## config.mk

```make
export PLATFORM = sky130hd
export DESIGN_NAME = mem_stage_flat
export DESIGN_NICKNAME = d
export VERILOG_FILES = /design/src/rtl/mem_stage_if.sv /design/src/rtl/mem_stage.sv /design/src/flat_wrapper.sv
export SDC_FILE = /design/constraint.sdc
export NUM_CORES = 1
export LEC_CHECK = 0
export ABC_CLOCK_PERIOD_IN_PS = 1800
export CORE_ASPECT_RATIO = 0.6
export CORE_UTILIZATION = 60
export DETAILED_ROUTE_END_ITERATION = 7
export DONT_BUFFER_PORTS = 1
export HOLD_SLACK_MARGIN = 0.03
export MAX_ROUTING_LAYER = met4
export PLACE_DENSITY = 0.87
export SLEW_MARGIN = 30
export SYNTH_ARGS = -nofsm -noshare
export SYNTH_HDL_FRONTEND = slang
export SYNTH_SLANG_ARGS = --single-unit
```

## constraint.sdc

```tcl
create_clock -name clk -period 1.8 [get_ports clk]
set_input_delay 0.09 -clock clk [delete_from_list [all_inputs] [get_ports clk]]
set_output_delay 0.09 -clock clk [all_outputs]
set_load 0.005 [all_outputs]
```

## src/rtl/mem_stage_if.sv

```systemverilog
// rtl/mem_stage_if.sv - execute-side, data-memory and write-back signals of the memory stage
interface mem_stage_if #(
  parameter int DW = 32
);
  logic          i_valid;
  logic [2:0]    i_ctrl_mux;
  logic [DW-1:0] i_aluout;
  logic [DW-1:0] i_b;
  logic [4:0]    i_rd;
  logic          o_stall;
  logic          dm_req;
  logic          dm_we;
  logic [DW-1:0] dm_addr;
  logic [DW-1:0] dm_wdata;
  logic [DW-1:0] dm_rdata;
  logic          dm_ack;
  logic          o_valid;
  logic          o_we;
  logic [DW-1:0] o_wdata;
  logic [4:0]    o_rd;
  logic          o_err;

  // Environment side: drives execute outputs and memory responses.
  modport master (
    output i_valid, i_ctrl_mux, i_aluout, i_b, i_rd, dm_rdata, dm_ack,
    input  o_stall, dm_req, dm_we, dm_addr, dm_wdata, o_valid, o_we, o_wdata, o_rd, o_err
  );

  // Stage side.
  modport slave (
    input  i_valid, i_ctrl_mux, i_aluout, i_b, i_rd, dm_rdata, dm_ack,
    output o_stall, dm_req, dm_we, dm_addr, dm_wdata, o_valid, o_we, o_wdata, o_rd, o_err
  );
endinterface

```

## src/rtl/mem_stage.sv

```systemverilog
// rtl/mem_stage.sv - memory-access pipeline stage with req/ack data port and access timeout
module mem_stage #(
  parameter int DW      = 32,
  parameter int TIMEOUT = 16
) (
  input logic         clk,
  input logic         rst,
  mem_stage_if.slave  bus
);

  localparam int CW = (TIMEOUT > 2) ? $clog2(TIMEOUT) : 1;

  typedef enum logic {IDLE, ACCESS} state_t;

  state_t        state;
  logic [CW-1:0] cnt;
  logic [4:0]    rd_q;
  logic          we_q;

  logic          is_load;
  logic          is_store;
  logic          misaligned;

  assign is_load    = bus.i_ctrl_mux[2];
  assign is_store   = bus.i_ctrl_mux[1];
  assign misaligned = (bus.i_aluout[1:0] != 2'b00);

  // Upstream stalls for exactly as long as an access is outstanding.
  assign bus.o_stall = (state == ACCESS);

  // Control FSM with registered memory-port and write-back outputs.
  always_ff @(posedge clk) begin
    if (rst) begin
      state        <= IDLE;
      cnt          <= '0;
      rd_q         <= '0;
      we_q         <= 1'b0;
      bus.dm_req   <= 1'b0;
      bus.dm_we    <= 1'b0;
      bus.dm_addr  <= '0;
      bus.dm_wdata <= '0;
      bus.o_valid  <= 1'b0;
      bus.o_we     <= 1'b0;
      bus.o_wdata  <= '0;
      bus.o_rd     <= '0;
      bus.o_err    <= 1'b0;
    end else begin
      bus.o_valid <= 1'b0;
      bus.o_err   <= 1'b0;
      case (state)
        IDLE: begin
          if (bus.i_valid) begin
            if (!is_load && !is_store) begin
              // Plain ALU result passes straight through.
              bus.o_valid <= 1'b1;
              bus.o_wdata <= bus.i_aluout;
              bus.o_rd    <= bus.i_rd;
              bus.o_we    <= bus.i_ctrl_mux[0];
            end else if ((is_load && is_store) || misaligned) begin
              // Illegal control or unaligned address: report without touching memory.
              bus.o_valid <= 1'b1;
              bus.o_err   <= 1'b1;
              bus.o_we    <= 1'b0;
              bus.o_wdata <= bus.i_aluout;
              bus.o_rd    <= bus.i_rd;
            end else begin
              bus.dm_addr  <= bus.i_aluout;
              bus.dm_wdata <= bus.i_b;
              bus.dm_we    <= is_store;
              bus.dm_req   <= 1'b1;
              rd_q         <= bus.i_rd;
              we_q         <= bus.i_ctrl_mux[0];
              cnt          <= '0;
              state        <= ACCESS;
            end
          end
        end
        ACCESS: begin
          if (bus.dm_ack) begin
            // Acknowledge wins even on the final allowed cycle.
            bus.dm_req  <= 1'b0;
            bus.o_valid <= 1'b1;
            bus.o_rd    <= rd_q;
            state       <= IDLE;
            if (bus.dm_we) begin
              bus.o_wdata <= bus.dm_addr;
              bus.o_we    <= 1'b0;
            end else begin
              bus.o_wdata <= bus.dm_rdata;
              bus.o_we    <= we_q;
            end
          end else if (cnt == CW'(TIMEOUT - 1)) begin
            bus.dm_req  <= 1'b0;
            bus.o_valid <= 1'b1;
            bus.o_err   <= 1'b1;
            bus.o_we    <= 1'b0;
            bus.o_rd    <= rd_q;
            state       <= IDLE;
          end else begin
            cnt <= cnt + 1'b1;
          end
        end
        default: state <= IDLE;
      endcase
    end
  end

endmodule

```

## src/flat_wrapper.sv

```systemverilog
// flat-port wrapper written by rule: the top's interface ports become plain ports
module mem_stage_flat 
#(
  parameter int DW      = 32,
  parameter int TIMEOUT = 16
)
  (clk, rst, bus_i_valid, bus_i_ctrl_mux, bus_i_aluout, bus_i_b, bus_i_rd, bus_dm_rdata, bus_dm_ack, bus_o_stall, bus_dm_req, bus_dm_we, bus_dm_addr, bus_dm_wdata, bus_o_valid, bus_o_we, bus_o_wdata, bus_o_rd, bus_o_err);
  mem_stage_if #(.DW(DW)) bus_i ();
  input logic clk;
  input logic rst;
  input wire logic [$bits(bus_i.i_valid)-1:0] bus_i_valid;
  input wire logic [$bits(bus_i.i_ctrl_mux)-1:0] bus_i_ctrl_mux;
  input wire logic [$bits(bus_i.i_aluout)-1:0] bus_i_aluout;
  input wire logic [$bits(bus_i.i_b)-1:0] bus_i_b;
  input wire logic [$bits(bus_i.i_rd)-1:0] bus_i_rd;
  input wire logic [$bits(bus_i.dm_rdata)-1:0] bus_dm_rdata;
  input wire logic [$bits(bus_i.dm_ack)-1:0] bus_dm_ack;
  output wire logic [$bits(bus_i.o_stall)-1:0] bus_o_stall;
  output wire logic [$bits(bus_i.dm_req)-1:0] bus_dm_req;
  output wire logic [$bits(bus_i.dm_we)-1:0] bus_dm_we;
  output wire logic [$bits(bus_i.dm_addr)-1:0] bus_dm_addr;
  output wire logic [$bits(bus_i.dm_wdata)-1:0] bus_dm_wdata;
  output wire logic [$bits(bus_i.o_valid)-1:0] bus_o_valid;
  output wire logic [$bits(bus_i.o_we)-1:0] bus_o_we;
  output wire logic [$bits(bus_i.o_wdata)-1:0] bus_o_wdata;
  output wire logic [$bits(bus_i.o_rd)-1:0] bus_o_rd;
  output wire logic [$bits(bus_i.o_err)-1:0] bus_o_err;
  assign bus_i.i_valid = bus_i_valid;
  assign bus_i.i_ctrl_mux = bus_i_ctrl_mux;
  assign bus_i.i_aluout = bus_i_aluout;
  assign bus_i.i_b = bus_i_b;
  assign bus_i.i_rd = bus_i_rd;
  assign bus_i.dm_rdata = bus_dm_rdata;
  assign bus_i.dm_ack = bus_dm_ack;
  assign bus_o_stall = bus_i.o_stall;
  assign bus_dm_req = bus_i.dm_req;
  assign bus_dm_we = bus_i.dm_we;
  assign bus_dm_addr = bus_i.dm_addr;
  assign bus_dm_wdata = bus_i.dm_wdata;
  assign bus_o_valid = bus_i.o_valid;
  assign bus_o_we = bus_i.o_we;
  assign bus_o_wdata = bus_i.o_wdata;
  assign bus_o_rd = bus_i.o_rd;
  assign bus_o_err = bus_i.o_err;
  mem_stage #(.DW(DW), .TIMEOUT(TIMEOUT)) u_core (.clk(clk), .rst(rst), .bus(bus_i));
endmodule
```

### Word level (Yosys, flattened, before mapping)

Index checks and enable logic that the tools add are counted.

* register bits after elaboration: 117
* bits of input ports: 108
* output and inout port bits: 107
* word-level logic and storage cells: 83

* add/sub/neg operators: 1
* eq/ne operators: 9
* mux-type cells: 46
* bitwise operators: 3
* reductions and logical operators: 11

Operators by type and width (number)
* 32-bit 2-to-1 mux: 5
* 32-bit case mux with 2 select lines: 1
* 5-bit 2-to-1 mux: 5
* 1-bit 2-to-1 mux: 23
* 4-bit 2-to-1 mux: 5
* 2-bit inequality test, second input constant: 6
* 1-bit case mux with 2 select lines: 5
* 5-bit case mux with 2 select lines: 1
* 4-bit case mux with 2 select lines: 1
* 4-bit AND reduction: 2
* 3-bit AND reduction: 2
* 5-bit AND reduction: 1
* 4-bit by 1-bit adder with 4-bit output, second input constant: 1
* 4-bit equality test, second input constant: 1
* 3-bit by 1-bit inequality test with 1-bit output, second input constant: 1
* 3-bit inequality test, second input constant: 1
* 1-bit inverter: 3
* 1-bit logical AND: 2
* 1-bit zero test: 2
* 2-bit nonzero test: 1
* 1-bit logical OR: 1

### Longest topological paths before layout

Gate-level depths: netlist of the first run.

* word-level depth: 6
* depth in mapped cells: 7
* mapped depth without buffers: 5

### Worst setup path before layout of the first run

Ideal clock, no wire load.

* path kind: reg-to-reg
* start: register u_core.state (netlist: u_core.bus.o_stall)
* end: register u_core.bus.o_wdata[10]
* library setup time: 0.070 ns
* arrival time: 1.320 ns
* required time: 1.730 ns
* path slack: 0.409 ns
* cell stages (with the launch flop): 8
* buffers on the path: 3
* period minus slack after synthesis: 1.391 ns
* cell sequence: dfxtp_1 buf_2 nor2b_2 a21boi_2 buf_4 buf_4 o221ai_1 a21oi_1

* word-level cells in the longest chain between the ends: 3
* elaborated cells on any way between the ends: 6
* those cells by class: eq/ne (3); mux (1); bitwise (1); reduce/logical (1)

Ends and longest elaborated chain
* start, declared: line mem_stage.sv:15 `state_t state;`
* start signal, assigned: line mem_stage.sv:34 `state <= IDLE;`
* start signal, assigned: line mem_stage.sv:74 `state <= ACCESS;`
* start signal, assigned: line mem_stage.sv:84 `state <= IDLE;`
* 1-bit inverter (no source line)
* 3-bit by 1-bit inequality test with 1-bit output (no source line) or 2-bit inequality test (tied branches)
* 3-bit AND reduction (no source line)
* end signal, assigned: line mem_stage.sv:56 `bus.o_wdata <= bus.i_aluout;`
* end signal, assigned: line mem_stage.sv:64 `bus.o_wdata <= bus.i_aluout;`
* end signal, assigned: line mem_stage.sv:86 `bus.o_wdata <= bus.dm_addr;`
* end, declared: line mem_stage_if.sv:32 `output o_stall, dm_req, dm_we, dm_addr, dm_wdata, o_valid, o_we, o_wdata, o_rd, o_err`

Several ways; a longest one is shown, not always the timed one.
A chain may end at the register's enable or synchronous reset.

### Worst setup path in the final report of the first run

* start: register u_core.cnt[0]
* end: register u_core.bus.o_err

* word-level cells in the longest chain between the ends: 4

Ends and longest elaborated chain
* start, declared: line mem_stage.sv:16 `logic [CW-1:0] cnt;`
* start signal, assigned: line mem_stage.sv:100 `cnt <= cnt + 1'b1;`
* 4-bit equality test: line mem_stage.sv:92 `end else if (cnt == CW'(TIMEOUT - 1)) begin`
* 1-bit 2-to-1 mux: line mem_stage.sv:92
* 1-bit 2-to-1 mux: line mem_stage.sv:79 `if (bus.dm_ack) begin`
* 1-bit case mux with 2 select lines: line mem_stage.sv:50 `case (state)`
* end signal, assigned: line mem_stage.sv:46 `bus.o_err <= 1'b0;`
* end signal, assigned: line mem_stage.sv:49 `bus.o_err <= 1'b0;`
* end signal, assigned: line mem_stage.sv:95 `bus.o_err <= 1'b1;`
* end, declared: line mem_stage_if.sv:32

Every way passes these cells.

==> results of run 1 <==
cells by family (layout without fill, tap and decap cells):
group | Yosys count | count (layout) | synth area share, %
DFF | 117 | 117 | 47.2
buffers and inverters | 59 | 49 | 6.33
xor gates and xnor gates | 1 | 1 | 0.176
AOI/OAI and AO/OA | 155 | 155 | 18.9
muxes | 38 | 38 | 7.69
and+or+nand+nor | 233 | 233 | 19.5
adders and majority gates | 1 | 1 | 0.252
synth_stat cells:
cell,n
nand2_1,174
dfxtp_1,117
a21oi_1,106
mux2i_1,37
nand3_1,37
clkbuf_1,32
o221ai_1,32
buf_2,10
buf_4,7
buf_6,7
a211oi_1,6
nor3_1,6
nor2_1,5
nor3b_1,3
a31oi_1,2
a32oi_1,2
and3_1,2
inv_1,2
nor2b_1,2
o21ai_0,2
o31ai_1,2
a21bo_1,1
a21boi_2,1
and2_1,1
clkbuf_2,1
ha_1,1
mux2_2,1
nand4b_1,1
nor2b_2,1
nor4b_1,1
o21ai_1,1
xor2_1,1
worst min path at each step:
| stage | start | end | cells after the start |
|---|---|---|---|
| after floorplan | bus_i_rd[0] | u_core.rd_q[0] | 2 |
| after global placement | rst | u_core.bus.dm_we | 1 |
| after detailed placement | rst | u_core.bus.dm_we | 1 |
| after CTS | rst | u_core.bus.dm_wdata[30] | 1 |
| after global routing | rst | u_core.bus.dm_we | 1 |
| final | rst | u_core.bus.dm_wdata[30] | 1 |
worst max-delay path: stages (launching register included):
cell,delay [ps]
dfxtp_1,340
ha_1,250
and3_1,210
a32oi_1,190
nor2_1,50
dlygate4sd3_1,550
what timing repair did:
item / CTS / global route
endpoints found under the hold margin: 117 / 116
gates resized for setup: 0 / 1
setup endpoints to repair: 0 / 5
layout make-up:
cell class	count	area (um2)
Sequential cell	117	2340
Multi-Input combinational cell	428	2320
Fill cell	608	2270
Clock buffer	24	512
Clock inverter	8	190
Timing Repair Buffer	15	165
Tap cell	108	135
Inverter	2	7.51
sequential cells by signal (all words and copies together), names as in the netlist:
signal,count
u_core.bus.dm_addr,32
u_core.cnt,4
u_core.bus.o_stall,1
u_core.bus.o_wdata,32
u_core.bus.dm_we,1
u_core.bus.dm_wdata,32
u_core.bus.o_rd,5
u_core.bus.o_valid,1
u_core.bus.dm_req,1
u_core.bus.o_we,1
u_core.rd_q,5
u_core.we_q,1
u_core.bus.o_err,1
layer usage:
layer	share of wire [%]	up-vias	routed length (um)	global-route usage, %
met5	0	-	0	-
li1	-	2064	-	-
met4	2.1	0	274	14.0
met2	47	282	6220	49.4
met1	39	2100	5220	34.5
met3	12	29	1550	11.0
through the flow:
step	instance area, um2	worst slack [ps]	instances
after floorplan	4960	409	604
after global placement	4960	210	669
after detailed placement	4960	144	669
after CTS	5680	108	702
after global routing	5680	45.7	702
final	5680	91.8	702
power by group:
part / switching, uW / leakage (uW) / internal, uW
clock: 1140 / 0.000346 / 2810
sequential: 91.0 / 0.000954 / 2700
combinational: 215 / 0.000570 / 158
total: 1450 / 0.00187 / 5670
==> reports/metrics.csv, run 1 <==
stage;metric;value;unit
clock_network;setup bufs post-CTS;0;
place;post-DP HPWL;8670;um
finish;Layout area overhead;14.4;%
clock_network;Reg clk slew, reported paths;50;ps
global_route;global-route wire length before repair;20100;um
power;Final Power;7120;uW
timing;worst-margin pin slew;537;ps
floorplan;Core Region;7950;um2
worst_setup_path;R2R Path End;u_core.bus.o_err;
timing;Period minus WS final;1710;ps
logic_synthesis;sequential area share after synthesis;47.2;%
finish;most frequent cells in the layout;nand2_1, dfxtp_1, a21oi_1;
logic_synthesis;Synth area leaders;dfxtp_1, nand2_1, a21oi_1;
route;vias;4475;
timing;FMAX;0.585;GHz
timing;Clock Skews;13.2;ps
timing;Final Max Tran Viols;0;
floorplan;Ports;215;
clock_network;CTS HTree Levels;4;
global_route;largest net degree at the start of global routing;119;
route;wire length per cell;18.9;um
floorplan;initial cell density of the core;62.5;%
worst_setup_path;Worst R2R Path Depth;5;
power;Worst VDD drop;0.628;mV
global_route;GRT Util Overall;30.6;%
power;Leak Pwr;0.00187;uW
floorplan;Die W;119;um
worst_setup_path;Crit. End Element;register;
finish;Nets;690;
logic_synthesis;post-synthesis cell type count;32;
logic_synthesis;leading area contributor after synthesis;dfxtp_1;
floorplan;Die H;72.5;um
route;Routed WL;13300;um
logic_synthesis;Post-Syn Area per Cell;8.22;um2
finish;Core Util, Final;71.5;%
clock_network;hold buffer count at cts;1;
clock_network;Clock Path Buffers;2;
timing;slew margin rel.;64.2;%
timing;RSZ-0062 raised after global routing;false;
clock_network;TritonCTS Buffers;17;
worst_setup_path;Reg-to-Reg Start;u_core.cnt[0];
floorplan;Die ar.;8650;um2
worst_setup_path;CP Capture Point;u_core.bus.o_err;
worst_hold_path;Worst Hold Class;in -> reg;
logic_synthesis;#FFs+latches synth;117;
timing;fin crit share;94.9;%
route;initial drt markers;388;
place;Port-buffer cells;0;
logic_synthesis;share of the synthesized area in the top cell type;47.2;%
finish;ant diodes;0;
floorplan;floorplan row count;25;
logic_synthesis;Cell Area, Synth;4960;um2
global_route;total grt overflow;0;
route;antenna-violating nets left;0;
route;drt pass-1 iters;5;
power;PwrDens;1250;nW/um2
worst_setup_path;r2r setup slk;90;ps
job;Max Cap Viol;0;
place;Placer Congestion;0.837;
worst_setup_path;Worst Path Required;2080;ps
finish;share of post-route cells with drive strength above 1;8.92;%
worst_setup_path;Setup crit start kind;register;
worst_setup_path;CP Max Fanout;4;
worst_setup_path;WS Path Type;reg -> reg;
global_route;initial antenna violation count;0;
logic_synthesis;yosys synthesis warning count;0;
timing;Fin. Hold Viols;116;
run_status;failing checks;hold timing;
clock_network;CTS tree;built;
logic_synthesis;Synth Instances;604;
route;DRC Markers;0;
finish;most common cell after layout, fill and taps aside;nand2_1;
clock_network;worst skew pair latency;410;ps
route;Vias/cell;6.37;
timing;Min Hold Slack;-248;ps
logic_synthesis;Syn Nets;713;
run_status;status;finished, violations left;
clock_network;CTS Sinks;117;
worst_setup_path;Worst setup startpoint;u_core.cnt[0];
timing;final setup TNS;0;ps
timing;setup violators final;0;
global_route;vias in the first global route;4122;
clock_network;clock root buffer;clkbuf_16;
worst_setup_path;critical path data arrival time;1990;ps
No activity file was read; power rests on OpenSTA's default activity.
==> run 2: changes to the inputs <==
REMOVE_ABC_BUFFERS = 1   (was not set)
==> reports/metrics.csv, run 2 (synthesis gave the netlist of run 1 again) <==
stage;metric;value;unit
timing;Clock Skews;9.54;ps
timing;slew margin rel.;65.1;%
global_route;initial antenna violation count;0;
clock_network;CTS HTree Levels;4;
timing;Fin. Hold Viols;117;
floorplan;Core Region;7950;um2
clock_network;Clock Path Buffers;2;
worst_setup_path;Reg-to-Reg Start;u_core.cnt[0];
place;Placer Congestion;0.912;
worst_hold_path;Worst Hold Class;in -> reg;
clock_network;setup bufs post-CTS;0;
worst_setup_path;R2R Path End;u_core.bus.o_rd[2];
floorplan;Die W;119;um
place;Port-buffer cells;0;
global_route;largest net degree at the start of global routing;119;
finish;Core Util, Final;70.2;%
finish;Largest regs;u_core.bus.dm_addr (32), u_core.bus.dm_wdata (32), u_core.bus.o_wdata (32);
power;PwrDens;1180;nW/um2
timing;RSZ-0062 raised after global routing;false;
power;Leak Pwr;0.00183;uW
clock_network;Reg clk slew, reported paths;50;ps
finish;most common cell after layout, fill and taps aside;nand2_1;
clock_network;CTS Sinks;117;
route;antenna-violating nets left;0;
timing;Final Max Tran Viols;0;
route;Vias/cell;6.29;
route;vias;4424;
worst_setup_path;critical path data arrival time;1950;ps
clock_network;TritonCTS Buffers;17;
worst_setup_path;Worst R2R Path Depth;5;
route;DRC Markers;0;
worst_hold_path;WHS Endpoint;u_core.bus.dm_wdata[7];
worst_setup_path;WS Path Type;reg -> reg;
global_route;vias in the first global route;4046;
power;Final Power;6600;uW
run_status;failing checks;hold timing;
worst_setup_path;r2r setup slk;150;ps
route;initial drt markers;392;
worst_setup_path;Worst Path Required;2100;ps
global_route;total grt overflow;0;
clock_network;post-cts sizing count;0;
finish;Nets;691;
floorplan;Ports;215;
place;Post-Place Cell Area;4980;um2
route;drt pass-1 iters;5;
worst_setup_path;CP Max Fanout;6;
clock_network;CTS tree;built;
worst_hold_path;hold depth;1;
timing;fin crit share;91.5;%
clock_network;worst skew pair latency;410;ps
timing;Min Hold Slack;-239;ps
worst_setup_path;Crit. End Element;register;
floorplan;Die ar.;8650;um2
timing;worst-margin pin slew;523;ps
global_route;global-route wire length before repair;20200;um
timing;FMAX;0.607;GHz
worst_setup_path;Setup crit start kind;register;
finish;share of post-route cells with drive strength above 1;8.57;%
finish;final non-filler cell area;5580;um2
finish;Final Non-Filler Cells;703;
timing;Period minus WS final;1650;ps
floorplan;Die H;72.5;um
place;post-DP HPWL;8860;um
finish;FF+latch area;2340;um2
finish;ant diodes;0;
clock_network;clock root buffer;clkbuf_16;
route;Routed WL;13400;um
finish;area of the multi-input gates;2320;um2
job;Max Cap Viol;0;
finish;most frequent cells in the layout;nand2_1, dfxtp_1, a21oi_1;
run_status;status;finished, violations left;
power;Worst VDD drop;0.904;mV
floorplan;floorplan row count;25;
worst_hold_path;hold path startpoint;rst;
finish;Layout area overhead;12.4;%
route;wire length per cell;19.1;um
global_route;GRT Util Overall;31.0;%
floorplan;initial cell density of the core;62.5;%
finish;fillers;640;
timing;setup violators final;0;
place;dpl cells;671;
## run 2: cell type report
class | instances | area share [%]
Inverter | 2 | 0.135
Tap cell | 108 | 2.42
Timing Repair Buffer | 16 | 3.05
Multi-Input combinational cell | 428 | 41.6
Sequential cell | 117 | 42.0
Clock buffer | 21 | 7.90
Clock inverter | 11 | 2.83
## run 2: worst max path at each step
stage                                   from                     end  slack (ps)
after floorplan           u_core.bus.o_stall           u_core.cnt[3]       -1700
after global placement    u_core.bus.o_stall  u_core.bus.o_wdata[30]         370
after detailed placement       u_core.cnt[0]      u_core.bus.o_rd[2]         230
after CTS                      u_core.cnt[0]      u_core.bus.o_rd[2]         200
after global routing      u_core.bus.o_stall   u_core.bus.o_wdata[9]          70
final                          u_core.cnt[0]      u_core.bus.o_rd[2]         150
## run 2: per-layer routing
layer	track usage, %	part of all wire (%)
met5	-	0
met4	10.3	1.4
met3	9.98	9.6
met1	35.8	41
met2	51.6	48
## run 2: metrics by stage
stage	setup slack (ps)	TNS [ps]
finish	153	0
global route	72.4	0
CTS	204	0
detailed placement	229	0
global placement	374	0
floorplan	-1700	-173340
## run 2: worst max-delay path, stage by stage, from the launching register on
cell	delay (ps)
dfxtp_1	380
ha_1	220
a31oi_1	140
nor2b_1	450
nor3_1	100
a211oi_1	260
## run 2: report_power, final
part	total, uW	switching [uW]	internal (uW)
Combinational	373	216	157
Clock	3430	1130	2300
Sequential	2790	93.1	2700
==> run 3: changes to the inputs <==
CORE_UTILIZATION = 40   (was 60)
PLACE_DENSITY = 0.65   (was 0.87)
==> reports/metrics.csv, run 3 (synthesis gave the netlist of run 1 again) <==
stage;metric;value;unit
clock_network;Clock Path Buffers;2;
global_route;total grt overflow;0;
clock_network;CTS tree;built;
timing;worst-margin pin slew;484;ps
finish;area of the multi-input gates;2330;um2
route;vias;4345;
floorplan;Ports;215;
power;Internal;5170;uW
timing;FMAX;0.588;GHz
worst_hold_path;hold path startpoint;rst;
route;DRC Markers;0;
power;Final Power;6690;uW
route;WL met2;6130;um
run_status;failing checks;hold timing;
finish;Nets;693;
finish;most common cell after layout, fill and taps aside;nand2_1;
global_route;vias in the first global route;4027;
place;dpl cells;729;
route;met1 WL;6050;um
place;Placer Congestion;0.825;
worst_hold_path;hold depth;1;
route;max layer used;met4;
timing;Period minus WS final;1700;ps
clock_network;TritonCTS Buffers;17;
clock_network;CTS Sinks;117;
clock_network;hold buffer count at cts;1;
global_route;GRT Util Overall;21.9;%
floorplan;Die H;88.3;um
floorplan;floorplan row count;31;
worst_setup_path;WS Path Type;reg -> reg;
clock_network;clock root buffer;clkbuf_16;
finish;fillers;1167;
job;Max Cap Viol;0;
finish;FF+latch area;2340;um2
place;Port-buffer cells;0;
route;initial drt markers;286;
route;wire length per cell;18.1;um
timing;Min Hold Slack;-234;ps
route;DR WL met3;1500;um
timing;Fin. Hold Viols;116;
clock_network;setup bufs post-CTS;0;
power;Leak Pwr;0.00183;uW
finish;Largest regs;u_core.bus.dm_addr (32), u_core.bus.dm_wdata (32), u_core.bus.o_wdata (32);
global_route;initial antenna violation count;0;
finish;most frequent cells in the layout;nand2_1, dfxtp_1, a21oi_1;
route;drt pass-1 iters;5;
worst_setup_path;r2r setup slk;100;ps
worst_hold_path;Worst Hold Class;in -> reg;
power;power share of the combinational group;5.5;%
floorplan;Die W;146;um
worst_hold_path;WHS Endpoint;u_core.we_q;
worst_setup_path;critical path data arrival time;1990;ps
power;Worst VDD drop;0.622;mV
power;sw frac;22.8;%
worst_setup_path;Worst Path Required;2090;ps
worst_setup_path;Reg-to-Reg Start;u_core.cnt[0];
finish;ant diodes;0;
power;PwrDens;1180;nW/um2
floorplan;Die ar.;12900;um2
finish;share of post-route cells with drive strength above 1;9.38;%
timing;Clock Skews;13.5;ps
worst_setup_path;Crit. End Element;register;
finish;Final Non-Filler Cells;762;
global_route;global-route wire length before repair;21300;um
clock_network;Reg clk slew, reported paths;60;ps
worst_setup_path;R2R Path End;u_core.bus.o_err;
global_route;largest net degree at the start of global routing;119;
timing;Final Max Tran Viols;0;
worst_setup_path;Worst R2R Path Depth;5;
place;post-DP HPWL;9390;um
power;Clock power frac;52.8;%
timing;slew margin rel.;67.6;%
clock_network;worst skew pair latency;410;ps
timing;setup ws final;99.2;ps
finish;Layout area overhead;14.2;%
timing;RSZ-0062 raised after global routing;false;
clock_network;CTS HTree Levels;4;
route;Routed WL;13800;um
place;DP Worst Slack;247;ps
timing;setup violators final;0;
run_status;status;finished, violations left;
worst_setup_path;CP Max Fanout;4;
worst_setup_path;Setup crit start kind;register;
floorplan;Core Region;12100;um2
route;antenna-violating nets left;0;
power;share of power burned in registers;41.7;%
power;Psw;1520;uW
route;Vias/cell;5.70;
floorplan;initial cell density of the core;41.1;%
timing;fin crit share;94.5;%
run 3: changes by cell type in the layout (fill, tap and decap cells not counted):
cell,change
dlygate4sd3_1,+1
clkinvlp_4,+1
ha_1,-1
buf_12,-2
a32oi_2,+1
clkinv_4,+2
buf_4,+3
a32oi_1,-1
ha_2,+1
clkbuf_1,-2
inv_6,+1
clkinv_2,-2
run 3: final cells by class:
type | count | share of cell area (%)
Tap cell | 165 | 3.64
Multi-Input combinational cell | 428 | 41.1
Clock buffer | 19 | 7.64
Clock inverter | 13 | 3.20
Sequential cell | 117 | 41.4
Inverter | 2 | 0.132
Timing Repair Buffer | 18 | 2.87
run 3: power groups by stage:
stage | logic [uW] | clock network (uW) | registers, uW
finish | 367 | 3530 | 2790
global route | 412 | 3710 | 2800
CTS | 364 | 3590 | 2790
detailed placement | 361 | 0 | 2850
global placement | 347 | 0 | 2840
floorplan | 251 | 0 | 2830
run 3: through the flow:
| stage | util [%] | setup TNS [ps] | cell area (um2) | hold slack (ps) |
|---|---|---|---|---|
| 4_1_cts | 46.9 | 0 | 5660 | -252 |
| 3_5_place_dp | 41.7 | 0 | 5030 | 179 |
| 3_3_place_gp | 41.7 | 0 | 5030 | 177 |
| 6_report | 47.0 | 0 | 5670 | -234 |
| 2_1_floorplan | - | -173340 | 4660 | 159 |
| 5_1_grt | 47.0 | 0 | 5670 | -260 |
run 3: worst max path at each step:
stage	start	end	cells after the start
2_1_floorplan	u_core.bus.o_stall	u_core.cnt[3]	4
3_3_place_gp	u_core.cnt[0]	u_core.bus.o_rd[4]	5
5_1_grt	u_core.bus.o_stall	u_core.bus.o_err	4
4_1_cts	u_core.cnt[0]	u_core.bus.o_err	5
6_report	u_core.cnt[0]	u_core.bus.o_err	5
3_5_place_dp	u_core.cnt[0]	u_core.bus.o_rd[3]	5
run 3: worst max-delay path, cell delays in order, from the launching register on:
cell and delay [ps]:
dfxtp_1 330, ha_2 200, and3_1 210, a32oi_2 240, nor2_1 60, dlygate4sd3_1 550
run 3: repair_timing:
item,in CTS,in global routing
endpoints found under the setup margin,0,1
gates resized for setup,0,2
hold endpoints to repair,117,116
run 3: layer usage:
| metal | vias up | track usage [%] |
|---|---|---|
| met1 | 2061 | 26.4 |
| met2 | 207 | 33.5 |
| met3 | 13 | 9.18 |
| met5 | - | - |
| li1 | 2064 | - |
| met4 | 0 | 6.12 |
